$ cat config.mk
export PLATFORM = sky130hd
export DESIGN_NAME = multicycle_seq_ctrl
export DESIGN_NICKNAME = d
export VERILOG_FILES = /design/src/rtl/multicycle_seq_ctrl.sv
export SDC_FILE = /design/constraint.sdc
export NUM_CORES = 1
export LEC_CHECK = 0
export CAP_MARGIN = 20
export CORE_ASPECT_RATIO = 1.75
export CORE_MARGIN = 3
export CORE_UTILIZATION = 25
export CTS_CLUSTER_SIZE = 14
export DETAILED_ROUTE_END_ITERATION = 6
export HOLD_SLACK_MARGIN = 0.02
export REMOVE_ABC_BUFFERS = 1
export SLEW_MARGIN = 25
export SYNTH_ARGS = -nofsm -noshare
export SYNTH_HDL_FRONTEND = slang
export SYNTH_SLANG_ARGS = --single-unit
$ cat constraint.sdc
create_clock -name clk -period 2.3 [get_ports clk]
set_input_delay 0.23 -clock clk [delete_from_list [all_inputs] [get_ports clk]]
set_output_delay 0.23 -clock clk [all_outputs]
set_load 0.01 [all_outputs]
$ cat src/rtl/multicycle_seq_ctrl.sv
// Control sequencer for a multicycle datapath.
// Steps each instruction through FETCH/DECODE/EXEC/MEM/WB and drives the datapath
// register enables, mux selects and memory handshake. It also counts retired
// instructions and traps to ERR when a memory request waits too long.
module multicycle_seq_ctrl #(
   parameter int MEM_TIMEOUT = 16,
   parameter int RET_W       = 32
) (
   input  logic             clk,
   input  logic             arst,
   input  logic             run,
   input  logic [2:0]       cls,
   input  logic             br_taken,
   input  logic             mem_ready,
   output logic             mem_req,
   output logic             mem_we,
   output logic             mem_addr_sel,
   output logic             pc_en,
   output logic             ir_en,
   output logic             a_en,
   output logic             b_en,
   output logic             alu_en,
   output logic             mdr_en,
   output logic [1:0]       pc_src,
   output logic             rf_we,
   output logic             wb_sel,
   output logic [2:0]       state,
   output logic             halted,
   output logic             err,
   output logic [RET_W-1:0] retired
);

   typedef enum logic [2:0] {
      S_IDLE   = 3'd0,
      S_FETCH  = 3'd1,
      S_DECODE = 3'd2,
      S_EXEC   = 3'd3,
      S_MEM    = 3'd4,
      S_WB     = 3'd5,
      S_HALT   = 3'd6,
      S_ERR    = 3'd7
   } state_t;

   localparam logic [2:0] CLS_ALU    = 3'd0;
   localparam logic [2:0] CLS_LOAD   = 3'd1;
   localparam logic [2:0] CLS_STORE  = 3'd2;
   localparam logic [2:0] CLS_BRANCH = 3'd3;
   localparam logic [2:0] CLS_JUMP   = 3'd4;
   localparam logic [2:0] CLS_HALT   = 3'd5;

   // The counter never needs to exceed MEM_TIMEOUT-1: at that value the next miss traps.
   localparam int WAIT_W = (MEM_TIMEOUT < 2) ? 1 : $clog2(MEM_TIMEOUT);
   localparam logic [WAIT_W-1:0] WAIT_LAST =
      (MEM_TIMEOUT > 0) ? WAIT_W'(MEM_TIMEOUT - 1) : '0;
   localparam bit TIMEOUT_ON = (MEM_TIMEOUT > 0);

   state_t            r_state;
   state_t            w_state_next;
   logic [2:0]        r_cls;
   logic [WAIT_W-1:0] r_wait;
   logic [RET_W-1:0]  r_retired;
   logic              w_instr_end;
   logic              w_timeout;
   logic              w_mem_phase;

   assign state   = r_state;
   assign retired = r_retired;

   // Memory-facing states are the only ones whose wait cycles are counted.
   assign w_mem_phase = (r_state == S_FETCH) || (r_state == S_MEM);

   // A miss on the last allowed wait cycle traps; a ready in that cycle still wins.
   assign w_timeout = TIMEOUT_ON && w_mem_phase && (r_wait == WAIT_LAST) && !mem_ready;

   // State register plus the class latched in DECODE for use in later phases.
   always_ff @(posedge clk or negedge arst) begin
      if (!arst) begin
         r_state <= S_IDLE;
         r_cls   <= 3'd0;
      end else begin
         r_state <= w_state_next;
         if (r_state == S_DECODE) begin
            r_cls <= cls;
         end
      end
   end

   // Wait counter: counts unanswered memory cycles, cleared on ready or any state change.
   always_ff @(posedge clk or negedge arst) begin
      if (!arst) begin
         r_wait <= '0;
      end else if (mem_ready || !w_mem_phase || (w_state_next != r_state)) begin
         r_wait <= '0;
      end else begin
         r_wait <= r_wait + 1'b1;
      end
   end

   // Retired-instruction counter, wraps naturally at 2^RET_W.
   always_ff @(posedge clk or negedge arst) begin
      if (!arst) begin
         r_retired <= '0;
      end else if (w_instr_end) begin
         r_retired <= r_retired + RET_W'(1);
      end
   end

   // Next-state and per-state datapath controls.
   always_comb begin
      w_state_next = r_state;
      w_instr_end  = 1'b0;
      mem_req      = 1'b0;
      mem_we       = 1'b0;
      mem_addr_sel = 1'b0;
      pc_en        = 1'b0;
      ir_en        = 1'b0;
      a_en         = 1'b0;
      b_en         = 1'b0;
      alu_en       = 1'b0;
      mdr_en       = 1'b0;
      pc_src       = 2'd0;
      rf_we        = 1'b0;
      wb_sel       = 1'b0;
      halted       = 1'b0;
      err          = 1'b0;

      case (r_state)
         S_IDLE: begin
            if (run) begin
               w_state_next = S_FETCH;
            end
         end
         S_FETCH: begin
            mem_req = 1'b1;
            if (mem_ready) begin
               ir_en        = 1'b1;
               pc_en        = 1'b1;
               w_state_next = S_DECODE;
            end else if (w_timeout) begin
               w_state_next = S_ERR;
            end
         end
         S_DECODE: begin
            a_en = 1'b1;
            b_en = 1'b1;
            if (cls == CLS_HALT) begin
               w_state_next = S_HALT;
            end else if (cls > CLS_HALT) begin
               w_state_next = S_ERR;
            end else begin
               w_state_next = S_EXEC;
            end
         end
         S_EXEC: begin
            alu_en = 1'b1;
            case (r_cls)
               CLS_ALU: w_state_next = S_WB;
               CLS_LOAD, CLS_STORE: w_state_next = S_MEM;
               CLS_BRANCH: begin
                  if (br_taken) begin
                     pc_en  = 1'b1;
                     pc_src = 2'd1;
                  end
                  w_instr_end = 1'b1;
               end
               CLS_JUMP: begin
                  pc_en       = 1'b1;
                  pc_src      = 2'd2;
                  w_instr_end = 1'b1;
               end
               // Only classes 0-4 can reach EXEC; anything else is treated as corrupt.
               default: w_state_next = S_ERR;
            endcase
         end
         S_MEM: begin
            mem_req      = 1'b1;
            mem_addr_sel = 1'b1;
            mem_we       = (r_cls == CLS_STORE);
            if (mem_ready) begin
               if (r_cls == CLS_LOAD) begin
                  mdr_en       = 1'b1;
                  w_state_next = S_WB;
               end else begin
                  w_instr_end = 1'b1;
               end
            end else if (w_timeout) begin
               w_state_next = S_ERR;
            end
         end
         S_WB: begin
            rf_we       = 1'b1;
            wb_sel      = (r_cls == CLS_LOAD);
            w_instr_end = 1'b1;
         end
         S_HALT: halted = 1'b1;
         S_ERR:  err    = 1'b1;
      endcase

      // A finishing instruction always completes; run only picks what follows it.
      if (w_instr_end) begin
         w_state_next = run ? S_FETCH : S_IDLE;
      end
   end

endmodule
==> summary.md <==
| Metric | Value |
|---|---|
| Run status | complete, no violations |
| Worst relative slew slack | 63.94% |
| Die height | 129.6 um |
| Final clock period utilization by the worst path | 95.04% |
| IR Drop Worst-Case VDD | 558.2 uV |
| Number of violations reported at the end of detailed-routing iteration 0 | 77 |
| Synthesized-area fraction occupied by xor and xnor cells | 13.25% |
| Clk buf depth | 2 |
| Drt total wl | 5.250 mm |
| Final core area utilization | 36.87% |
| Most common library cell in the layout ignoring fill and taps | sky130_fd_sc_hd__clkdlybuf4s50_1 |
| Number of enable-type register cells in the synthesized netlist | 0 |
| Top cell type by total area after synthesis | sky130_fd_sc_hd__dfrtp_1 |
| Kind of start point of the critical path | flop |
| Maximum number of pins on one net before global-route repair | between 40 and 50 |
| Number of distinct library cell variants in the gate-level netlist after synthesis | 43 |
| Max FO, Critical Path | 8 |
| Overall die area | 9930 um2 |
| Count of endpoints failing setup in the final report | 0 |
| Yosys Warn Count | 0 |
| Main combinational cell family by area after synthesis | simple AND/OR/NAND/NOR gates |
| Critical path depth in cells | 4 |
| Fraction of final layout cells with drive strength greater than 1 | 12.77% |
| Antenna violations before repair | 0 |
| Mean instance size in the synthesized netlist | between 10 and 15 um2 |
| Required arrival time at the worst endpoint | 2.07 ns |
| Routed WL per cell | 13.22 um |
| Fin. Hold Viols | 0 |
| Worst path cell trace | or3b_4, nor2_1, or3_1, clkdlybuf4s50_1 |
| Simple-gate share of the synthesized area | 24.20% |
| Final setup TNS | 0 ns |
| Tightest Hold Check Type | in2async |
| Wire length of the first global-routing pass | around 9 mm |
| CTS clk-pin slew, worst paths | 0.06 ns |
| Final slew viol count | 0 |
| Achievable Freq | 457.5 MHz |
| Setup repair after global routing missed its margin | no |
| Cell area after technology mapping | 2182 um2 |
| Starting density of the core | 25.91% |
| Yosys top cell area share | between 40% and 50% |
| Shortest clock period the worst path allows after layout | 2.186 ns |
| Asr flop ratio synth | between 90% and 100% |
| Tightest Pin Transition | 0.5409 ns |
| Total gr overflow | 0 |
| Portion of the post-synthesis area used by sequential elements | between 40 and 50% |
| Final #Nets | approximately 290 |
| DR DRC count | 0 |
| Fin Hold WS | 0.4623 ns |
| Clock tree from TritonCTS | done |
| Via Count | 1820 |
| Count of buffer and inverter cells on the critical path | 1 |
| Max-Cap Viols | 0 |
| Leading register cell type out of synthesis | sky130_fd_sc_hd__dfrtp_1 |
| GR Util All Layers | 11.34% |
| Most frequent cells in the layout | sky130_fd_sc_hd__clkdlybuf4s50_1 (56), sky130_fd_sc_hd__dfrtp_1 (39), sky130_fd_sc_hd__xnor2_1 (21) |
| CTS H-tree depth | 2 |
| Gate count after technology mapping | about 210 |
| Worst Reg2Reg Path Length in Cells | 5 |
| Detailed-routing iteration count for the pre-antenna-repair pass | 4 |
| Port buffer count | 57 |
| Power per Cell Area | 960.8 nW/um2 |
| CP max stage cell | sky130_fd_sc_hd__clkdlybuf4s50_1 |
| Antenna fix cells | 0 |
| Register bit total from synthesis | 42 |
| Synthesized-area fraction occupied by ao, oa, aoi and oai cells | 8.200% |
| Clock insertion delay at the later pin of the skew report | 0.28 ns |
| Fraction of synthesized area in multiplexers | 2.064% |
| Remaining antenna violation count | 0 |
| Number of vias per cell | 4.584 |
| Buffer type at the clock tree root | sky130_fd_sc_hd__clkbuf_16 |
| Via count of the first global-routing pass | 1893 |
| Core region area | 8423 um2 |
| I/O pins | 58 |
| Clock Sinks | 42 |
| Largest delay contributor family on the critical path | simple AND/OR/NAND/NOR gates |
| Number of standard-cell rows in the floorplan | 44 |
| Area grow syn2layout | 42.32% |
| Adder and majority cell fraction of the synthesized area | 1.147% |
| Sum of net half-perimeters after detailed placement | 4.051 mm |
| Die X | around 77 um |
| Critical path's largest stage delay | 0.52 ns |
| Leak Pwr | approximately 1.3 nW |
| Critical path type | reg2out |
| Main area contributors after synthesis | sky130_fd_sc_hd__dfrtp_1 (48%), sky130_fd_sc_hd__xnor2_1 (8.4%), sky130_fd_sc_hd__xor2_1 (4.8%) |
| Critical path endpoint category | primary output |
| Placer Congestion | 0.8828 |
| Final Skew | 0.003826 ns |
| WP data arrival | about 2 ns |
| TritonCTS Buffers | 5 |
==> routing by layer <==
metal | up-vias | routed length [um] | track usage (%)
met2 | 51 | 2809 | 21.15
li1 | 880 | - | -
met1 | 878 | 2113 | 12.25
met4 | 0 | 124 | 5.336
met5 | - | 0 | 0
met3 | 11 | 202 | 2.225
==> stage by stage <==
step                      power, W  instance area, um2  instances  worst slack, ns
final                     0.002984                3105        397           0.1141
after global placement    0.002225                2913        387           0.2704
after global routing      0.003182                3105        397          0.01718
after CTS                 0.003018                3088        396          0.03749
after floorplan           0.001629                2151        208           0.3013
after detailed placement  0.002221                2913        387           0.2948
==> path summary, 6_finish.rpt <==
| path | slack (ns) | start | end |
|---|---|---|---|
| setup / recovery | 0.11 | r_cls[2] | pc_en |
| hold / removal | 0.46 | arst | r_wait[0] |
| setup reg to reg | 0.33 | state[0] | retired[1] |
| hold reg to reg | 0.47 | retired[31] | retired[31] |
| max in group asynchronous | 1.42 | arst | state[2] |
| min in group clk | 0.47 | retired[31] | retired[31] |
==> cell families (layout without fill, tap and decap cells) <==
kind of cell | count (synthesis) | after routing
muxes | 4 | 4
DFF | 42 | 42
xor gates and xnor gates | 33 | 33
buffers and inverters | 15 | 83
and+or+nand+nor | 96 | 96
adders and majority gates | 2 | 2
AOI/OAI and AO/OA | 22 | 22
==> registers in the layout, summed over array words and instances, names as in the netlist <==
name     count
r_cls        3
r_wait       4
retired     32
state        3
==> synthesized netlist by cell type, drive strengths merged (3+ instances only) <==
library cell  instances
nand2                14
inv                   9
mux2                  4
dfrtp                42
nand3                14
o21ai                 7
nor2                 21
clkbuf                3
nand2b                4
nor3                 11
buf                   3
a21oi                 3
nor4                  5
nand4                 8
and3                  7
xnor2                21
xor2                 12
==> where the power goes <==
part | leakage, nW | switching (W) | internal [W] | total [W]
Sequential | 0.540 | 0.000187 | 0.000858 | 0.00105
Clock | 0.0832 | 0.000271 | 0.000491 | 0.000762
Combinational | 0.667 | 0.000570 | 0.000607 | 0.00118
==> cell type report <==
type | instances | area (um2)
clock buffer | 8 | 166.4
fill | 872 | 5318
inverter | 9 | 33.78
sequential | 42 | 1055
multi-input combinational | 157 | 1069
tap | 115 | 143.9
timing repair buffer | 66 | 638.1
==> timing repair <==
item	CTS	global route
setup buffers	1	0
hold buffers	0	1
hold endpoints to repair	0	42
setup endpoints to repair	1	2
gates resized for setup	1	3
No activity file was read; power rests on OpenSTA's default activity.
